==> src/rtl/reflet_uart_rx_if.sv <==
// CPU-side port bundle of the Reflet UART receiver: FIFO read port, status and sticky error flags.
// The receiver is the slave; the UART register block (or a bench) is the master.
interface reflet_uart_rx_if #(
  parameter int fifo_depth = 4
);
  localparam int CW = $clog2(fifo_depth) + 1;

  logic          rd_en;
  logic          err_clear;
  logic [7:0]    data_out;
  logic          data_valid;
  logic [CW-1:0] fifo_count;
  logic          busy;
  logic          overflow;
  logic          frame_err;
  logic          parity_err;

  modport master (
    output rd_en, err_clear,
    input  data_out, data_valid, fifo_count, busy, overflow, frame_err, parity_err
  );

  modport slave (
    input  rd_en, err_clear,
    output data_out, data_valid, fifo_count, busy, overflow, frame_err, parity_err
  );
endinterface

==> src/rtl/reflet_uart_rx.sv <==
// Reflet UART receive front-end: rx synchronizer, 8N1 frame FSM and first-word-fall-through FIFO.
// Define REFLET_UART_RX_PARITY_EN for 8E1 framing with a sticky parity_err flag.
module reflet_uart_rx #(
  parameter int clk_freq   = 1000000,
  parameter int baud_rate  = 9600,
  parameter int fifo_depth = 4
) (
  input  logic            clk,
  input  logic            reset,
  input  logic            rx,
  reflet_uart_rx_if.slave bus
);
  localparam int DIV  = clk_freq / baud_rate;
  localparam int CNTW = $clog2(DIV);
  localparam int AW   = $clog2(fifo_depth);
  localparam int CW   = AW + 1;
  localparam logic [CNTW-1:0] HALF_LOAD = CNTW'(DIV / 2 - 1);
  localparam logic [CNTW-1:0] FULL_LOAD = CNTW'(DIV - 1);

  typedef enum logic [2:0] {
    S_IDLE, S_START, S_DATA, S_PARITY, S_STOP, S_BREAK
  } state_t;

  logic            sync1_q, sync1_d;
  logic            rxs_q, rxs_d;
  state_t          state_q, state_d;
  logic [CNTW-1:0] cnt_q, cnt_d;
  logic [2:0]      bit_q, bit_d;
  logic [7:0]      shift_q, shift_d;
  logic [7:0]      mem_q [fifo_depth];
  logic [7:0]      mem_d [fifo_depth];
  logic [CW-1:0]   wptr_q, wptr_d;
  logic [CW-1:0]   rptr_q, rptr_d;
  logic            ovf_q, ovf_d;
  logic            ferr_q, ferr_d;
`ifdef REFLET_UART_RX_PARITY_EN
  logic            perr_q, perr_d;
  logic            perr_set;
`endif

  logic          tick;
  logic          push;
  logic          ferr_set;
  logic [CW-1:0] count;
  logic          full;
  logic          empty;
  logic          pop;
  logic          drop;

  always_comb begin
    sync1_d  = rx;
    rxs_d    = sync1_q;
    state_d  = state_q;
    cnt_d    = cnt_q;
    bit_d    = bit_q;
    shift_d  = shift_q;
    push     = 1'b0;
    ferr_set = 1'b0;
`ifdef REFLET_UART_RX_PARITY_EN
    perr_set = 1'b0;
`endif
    tick = (cnt_q == '0);

    // All timed states share the down-counter; action happens on terminal count.
    if (state_q != S_IDLE && state_q != S_BREAK && !tick)
      cnt_d = cnt_q - CNTW'(1);

    case (state_q)
      S_IDLE: begin
        if (!rxs_q) begin
          state_d = S_START;
          cnt_d   = HALF_LOAD;
        end
      end
      S_START: begin
        if (tick) begin
          if (rxs_q) begin
            state_d = S_IDLE;
          end else begin
            state_d = S_DATA;
            cnt_d   = FULL_LOAD;
            bit_d   = 3'd0;
          end
        end
      end
      S_DATA: begin
        if (tick) begin
          shift_d = {rxs_q, shift_q[7:1]};
          cnt_d   = FULL_LOAD;
          bit_d   = bit_q + 3'd1;
          if (bit_q == 3'd7) begin
`ifdef REFLET_UART_RX_PARITY_EN
            state_d = S_PARITY;
`else
            state_d = S_STOP;
`endif
          end
        end
      end
`ifdef REFLET_UART_RX_PARITY_EN
      S_PARITY: begin
        if (tick) begin
          perr_set = ^{shift_q, rxs_q};
          state_d  = S_STOP;
          cnt_d    = FULL_LOAD;
        end
      end
`endif
      S_STOP: begin
        if (tick) begin
          if (rxs_q) begin
            push    = 1'b1;
            state_d = S_IDLE;
          end else begin
            ferr_set = 1'b1;
            state_d  = S_BREAK;
          end
        end
      end
      S_BREAK: begin
        if (rxs_q) state_d = S_IDLE;
      end
      default: state_d = S_IDLE;
    endcase

    count  = wptr_q - rptr_q;
    full   = (count == CW'(fifo_depth));
    empty  = (count == '0);
    pop    = bus.rd_en && !empty;
    drop   = push && full && !pop;
    wptr_d = wptr_q;
    rptr_d = rptr_q;
    mem_d  = mem_q;
    // When full, a same-cycle pop frees the slot the write lands in.
    if (push && !drop) begin
      mem_d[wptr_q[AW-1:0]] = shift_q;
      wptr_d                = wptr_q + CW'(1);
    end
    if (pop) rptr_d = rptr_q + CW'(1);

    ovf_d  = drop     ? 1'b1 : (bus.err_clear ? 1'b0 : ovf_q);
    ferr_d = ferr_set ? 1'b1 : (bus.err_clear ? 1'b0 : ferr_q);
`ifdef REFLET_UART_RX_PARITY_EN
    perr_d = perr_set ? 1'b1 : (bus.err_clear ? 1'b0 : perr_q);
`endif
  end

  always_ff @(posedge clk or negedge reset) begin
    if (!reset) begin
      sync1_q <= 1'b1;
      rxs_q   <= 1'b1;
      state_q <= S_IDLE;
      cnt_q   <= '0;
      bit_q   <= '0;
      shift_q <= '0;
      mem_q   <= '{default: '0};
      wptr_q  <= '0;
      rptr_q  <= '0;
      ovf_q   <= 1'b0;
      ferr_q  <= 1'b0;
`ifdef REFLET_UART_RX_PARITY_EN
      perr_q  <= 1'b0;
`endif
    end else begin
      sync1_q <= sync1_d;
      rxs_q   <= rxs_d;
      state_q <= state_d;
      cnt_q   <= cnt_d;
      bit_q   <= bit_d;
      shift_q <= shift_d;
      mem_q   <= mem_d;
      wptr_q  <= wptr_d;
      rptr_q  <= rptr_d;
      ovf_q   <= ovf_d;
      ferr_q  <= ferr_d;
`ifdef REFLET_UART_RX_PARITY_EN
      perr_q  <= perr_d;
`endif
    end
  end

  assign bus.data_out   = empty ? 8'h00 : mem_q[rptr_q[AW-1:0]];
  assign bus.data_valid = !empty;
  assign bus.fifo_count = count;
  assign bus.busy       = (state_q != S_IDLE);
  assign bus.overflow   = ovf_q;
  assign bus.frame_err  = ferr_q;
`ifdef REFLET_UART_RX_PARITY_EN
  assign bus.parity_err = perr_q;
`else
  assign bus.parity_err = 1'b0;
`endif
endmodule

==> src/flat_wrapper.sv <==
// flat-port wrapper written by rule: the top's interface ports become plain ports
module reflet_uart_rx_flat 
#(
  parameter int clk_freq   = 1000000,
  parameter int baud_rate  = 9600,
  parameter int fifo_depth = 4
)
  (clk, reset, rx, bus_rd_en, bus_err_clear, bus_data_out, bus_data_valid, bus_fifo_count, bus_busy, bus_overflow, bus_frame_err, bus_parity_err);
  reflet_uart_rx_if #(.fifo_depth(fifo_depth)) bus_i ();
  input  logic clk;
  input  logic reset;
  input  logic rx;
  input wire logic [$bits(bus_i.rd_en)-1:0] bus_rd_en;
  input wire logic [$bits(bus_i.err_clear)-1:0] bus_err_clear;
  output wire logic [$bits(bus_i.data_out)-1:0] bus_data_out;
  output wire logic [$bits(bus_i.data_valid)-1:0] bus_data_valid;
  output wire logic [$bits(bus_i.fifo_count)-1:0] bus_fifo_count;
  output wire logic [$bits(bus_i.busy)-1:0] bus_busy;
  output wire logic [$bits(bus_i.overflow)-1:0] bus_overflow;
  output wire logic [$bits(bus_i.frame_err)-1:0] bus_frame_err;
  output wire logic [$bits(bus_i.parity_err)-1:0] bus_parity_err;
  assign bus_i.rd_en = bus_rd_en;
  assign bus_i.err_clear = bus_err_clear;
  assign bus_data_out = bus_i.data_out;
  assign bus_data_valid = bus_i.data_valid;
  assign bus_fifo_count = bus_i.fifo_count;
  assign bus_busy = bus_i.busy;
  assign bus_overflow = bus_i.overflow;
  assign bus_frame_err = bus_i.frame_err;
  assign bus_parity_err = bus_i.parity_err;
  reflet_uart_rx #(.clk_freq(clk_freq), .baud_rate(baud_rate), .fifo_depth(fifo_depth)) u_core (.clk(clk), .reset(reset), .rx(rx), .bus(bus_i));
endmodule
==> config.mk <==
export PLATFORM = sky130hd
export DESIGN_NAME = reflet_uart_rx_flat
export DESIGN_NICKNAME = d
export VERILOG_FILES = /design/src/rtl/reflet_uart_rx_if.sv /design/src/rtl/reflet_uart_rx.sv /design/src/flat_wrapper.sv
export SDC_FILE = /design/constraint.sdc
export NUM_CORES = 1
export LEC_CHECK = 0
export CORE_ASPECT_RATIO = 0.9
export CORE_MARGIN = 8
export CORE_UTILIZATION = 55
export DETAILED_ROUTE_END_ITERATION = 8
export PLACE_DENSITY = 0.85
export SYNTH_ARGS = -nofsm -noshare
export SYNTH_HDL_FRONTEND = slang
export SYNTH_SLANG_ARGS = --single-unit
==> constraint.sdc <==
create_clock -name clk -period 5.4 [get_ports clk]
set_clock_uncertainty 0.15 [all_clocks]
set_input_delay 1.35 -clock clk [delete_from_list [all_inputs] [get_ports clk]]
set_output_delay 1.35 -clock clk [all_outputs]
set_load 0.05 [all_outputs]
* Yosys cells after proc, flatten, opt, wreduce, memory -nomap -nowiden
Index checks and enable logic that the tools add are counted.
Operators by class: $add $sub $neg 5, magnitude comparators 3, eq/ne operators 14, multiplexer cells 35, bitwise gates (word level) 2, reductions and logical operators 21
Operators with widths (number):
- $mux W7 | 5
- $bwmux W32 | 1
- $mux W8 | 4
- $mux W3 | 10
- $pmux W7 S3 | 1
- $bmux W8 S2 | 1
- $demux W8 S2 | 1
- $pmux W3 S5 | 1
- $eq A3 B3 Y1 const B | 4
- $ne A2 B1 Y1 const B | 5
- $add A3 B1 Y3 const B | 3
- $mux W1 | 9
- $logic_and A1 B1 Y1 | 7
- $logic_not A7 Y1 | 1
- $sub A7 B1 Y7 const B | 1
- $ge A3 B3 Y1 const B | 2
- $logic_not A3 Y1 | 2
- $not A2 Y3 | 2
- $pmux W3 S2 | 1
- $reduce_and A6 Y1 | 1
- $reduce_bool A2 Y1 | 3
- $logic_not A1 Y1 | 4
- $ne A2 B2 Y1 const B | 2
- $reduce_and A4 Y1 | 1
- other kinds (8) | 8
Word-level totals: register bits 63, bits of input ports 5, output and inout bits 16, logic and storage cells 94

* Longest topological paths before layout
Gate-level depths: netlist of run 1.
depth after elaboration 8, depth in mapped cells 7, gate-level depth less buffers 7

* Worst setup path after synthesis of run 1
No wires, ideal clock.
path type reg2out, from reg u_core.wptr_q[0], to out bus_data_out[0], arrival time 2.489 ns, data required time 3.900 ns, path slack 1.411 ns, cell stages (with the launch flop) 7, buffers on the path 0, cells stage by stage dfrtp_1 > inv_1 > ha_1 > fa_1 > xnor3_2 > nand3_1 > and2_1
Between the ends: cells in the longest elaborated chain, start to end 3
RTL lines:
- from (decl) | RTL line reflet_uart_rx.sv:32 | logic [CW-1:0] wptr_q, wptr_d;
- from (signal assigned) | RTL line reflet_uart_rx.sv:172 | wptr_q <= wptr_d;
- $sub A3 B3 Y3 | RTL line reflet_uart_rx.sv:126 | count = wptr_q - rptr_q;
- $logic_not A3 Y1 | RTL line reflet_uart_rx.sv:128 | empty = (count == '0);
- $mux W8 | RTL line reflet_uart_rx.sv:182 | assign bus.data_out = empty ? 8'h00 : mem_q[rptr_q[AW-1:0]];
- to (decl) | RTL line flat_wrapper.sv:15 | output wire logic [$bits(bus_i.data_out)-1:0] bus_data_out;
Every way passes these cells.

* Final worst setup path of run 1
from reg u_core.rptr_q[0], to out bus_data_out[5]
Between the ends: cells in the longest elaborated chain, start to end 5, elaborated cells between the ends (all ways) 7
RTL lines:
- from (decl) | RTL line reflet_uart_rx.sv:33 | logic [CW-1:0] rptr_q, rptr_d;
- from (signal assigned) | RTL line reflet_uart_rx.sv:173 | rptr_q <= rptr_d;
- branches (longest 4 deep; another with $sub A3 B3 Y3)
- $mux W8 (*) | RTL line reflet_uart_rx.sv:182
Mark *: on every way between the ends. The select of a mux whose other input is x is not followed.

==> results.cfg, run 1 <==
[route]
vias_per_cell = 5.67
vias = 1882
wirelength_um = 5570
routedWlPerCell_um = 16.8
dr.pass1.iters = 4
first_iter_violations = 109
route.detailed.drc = 0
ant_nets = 0

[clocking]
cts.repair.resized = 0
clock_latency_ns = 0.33
post-cts-setup-buffer-count = 0
clockBufferDepth = 2
cts-buffers-inserted = 9
cts_sinks = 63
path_clk_slew_ns = 0.07
cts-root-buf = clkbuf_8
cts_tree = done
postCtsHoldBufs = 0
h-tree-depth = 3

[place]
pre_cts_slack_ns = 0.715
dp_hpwl_um = 3760
portBuffers = 19
globalplace.congestion = 0.780
placed_area_um2 = 3380

[sta]
slew_headroom = 0.486
fmax_mhz = 200
finalMaxSlewViolations = 0
timing.final.ws_setup_ns = 0.398
setup_violations = 0
tightest_slew_ns = 0.771
rsz0062_at_grt = false
hold_viol = 0
min_period_ns = 5.00
fin_hold_ws_ns = 0.206
finalSetupTns_ns = 0
fin_crit_sh = 0.926

[global_routing]
track_usage = 0.150
grt_pass1_vias = 1990
grt-ovfl-total = 0
grt_pass1_wl_um = 9740
grt_max_degree = 64
antenna_found_initial = 0

[power]
power_density_nw_per_um2 = 334
leakage_uw = 0.00168
swShare = 0.307
p_int_uw = 827
seqPwrFrac = 0.444
p_comb_frac = 0.217
power.switching_uw = 367
vdd_drop_max_uv = 349
pwr-share-clk = 0.339

[yosys]
synth_top_area_frac = 0.487
yosysUniqueCellTypes = 42
syn-instance-count = 235
synth.avg_cell_area_um2 = 13.3
ys.flop_type = dfrtp_1
synth_edf_count = 0
synth_top_cell_by_area = dfrtp_1
ys_seq_area_frac = 0.503
synth.area.top_cells = dfrtp_1 (49%), mux2_2 (13%), mux4_2 (5.7%), ha_1 (4.0%), mux2_4 (3.8%)
ys_async_sr_fraction = 1.00
synth_seq_cells = 63
synth_nets = 251
netlist_area_um2 = 3140
ys.warnings.count = 0

[floorplanning]
fp.dieW_um = 95.6
fp.dieH_um = 87.6
num_rows = 26
initial_core_util = 0.561
placeableCoreArea_um2 = 5600
design.die.area_um2 = 8380
pin_count = 21

[worst_setup_path]
path_class = reg2out
crit_path_max_fanout = 11
cp_cell_sequence = ha_1, fa_1, xnor3_2, nand3_1, and2_1, clkdlybuf4s50_1
cp_slowest_cell = clkdlybuf4s50_1
cp-start-kind = register
crit_arrival_ns = 3.50
worst_setup_path_end_kind = output pin
required_ns = 3.90
max_stage_delay_ns = 0.81

[final_layout]
drive_gt1_frac = 0.305
final_cell_mix = dfrtp_1 (61), mux2_2 (35), clkdlybuf4s50_1 (18)
fin_area_um2 = 3570
synthToLayoutAreaGrowth_pct = 14.0
layout_commonest_cell = dfrtp_1
nets = 274
num_antenna_cells = 0

[job]
maxCapViolations = 0

[hold_path]
hp-class = reg2reg

[outcome]
outcome = complete, no violations
-- worst paths after layout --
check	startpoint	depth (start not counted)	slack (ns)	endpoint
max in group asynchronous	reset	2	3.56	u_core.bit_q[2]
setup reg to reg	u_core.rptr_q[0]	6	2.22	u_core.mem_q[4]
setup / recovery	u_core.rptr_q[0]	6	0.40	bus_data_out[5]
hold / removal	u_core.rxs_d	0	0.21	u_core.rxs_q
min in group asynchronous	reset	2	1.03	u_core.shift_q[5]
hold reg to reg	u_core.rxs_d	0	0.21	u_core.rxs_q
-- stage by stage --
step / power (µW) / utilization / instances
after global routing: 1250 / 0.639 / 332
after floorplan: 721 / - / 235
after global placement: 793 / 0.604 / 317
final: 1190 / 0.639 / 332
after detailed placement: 801 / 0.604 / 317
after CTS: 1210 / 0.639 / 332
-- cell usage after synthesis (all sizes together), types with 2 or more instances --
cell type	n
nor3	5
o211ai	2
xnor2	4
clkbuf	4
o21ai	7
and2	9
a22o	2
inv	11
xor2	2
buf	4
a21boi	2
mux2	43
nand2	17
o2111ai	2
nand3	8
or3	5
a21o	2
mux4	8
ha	10
nor3b	2
nor2	7
nor2b	2
dfstp	2
dfrtp	61
-- cell type report --
cell class	instances	area, µm²
multi-input combinational	153	1480
sequential	63	1580
clock buffer	11	151
inverter	11	41.3
fill	423	2020
timing repair buffer	20	193
tap	70	87.6
clock inverter	4	45.0
-- power groups by stage --
| stage | combinational [µW] | sequential, µW | clock (µW) |
|---|---|---|---|
| final | 259 | 530 | 405 |
| after global placement | 254 | 539 | 0 |
| after global routing | 282 | 537 | 434 |
| after floorplan | 217 | 504 | 0 |
| after CTS | 263 | 533 | 414 |
| after detailed placement | 260 | 541 | 0 |
-- flip-flops by register name, summed over array words and instances, names as in the netlist --
register	count
u_core.mem_q	32
u_core.rptr_q	3
u_core.state_q	3
u_core.wptr_q	3
u_core.shift_q	8
u_core.bus.frame_err	1
u_core.bit_q	3
u_core.rxs_q	1
u_core.cnt_q	7
u_core.rxs_d	1
u_core.bus.overflow	1
-- critical path, delay by kind of cell (launching register included) --
kind | cells | cell delay (ns)
flops | 1 | 0.61
simple gates | 2 | 0.55
xor+xnor | 1 | 0.46
fa+ha+maj | 2 | 0.75
buf+inv | 1 | 0.81
-- logic make-up after synthesis --
family,after synthesis,synth area share
AO/OA/AOI/OAI,24,0.0554
XOR/XNOR,7,0.0243
adder cells (fa/ha/maj),11,0.0463
buffers and inverters,19,0.0255
flip-flops,63,0.503
multiplexers,51,0.221
other,1,0.00120
AND/OR/NAND/NOR,59,0.122
-- metal layers --
metal | routed length [µm] | track usage | up-vias | share of wire
li1 | - | - | 883 | -
met1 | 2630 | 0.204 | 944 | 0.47
met2 | 2540 | 0.224 | 47 | 0.46
met3 | 298 | 0.0266 | 8 | 0.054
met4 | 98 | 0.0823 | 0 | 0.018
met5 | 0 | 0 | - | 0
Power figures use the tool's default switching activity.
==> inputs of run 2 (changes only) <==
CTS_CLUSTER_SIZE = 30   (was default)
==> results of run 2 <==
No change in the layout: final DEF, timing and power equal those of run 1.
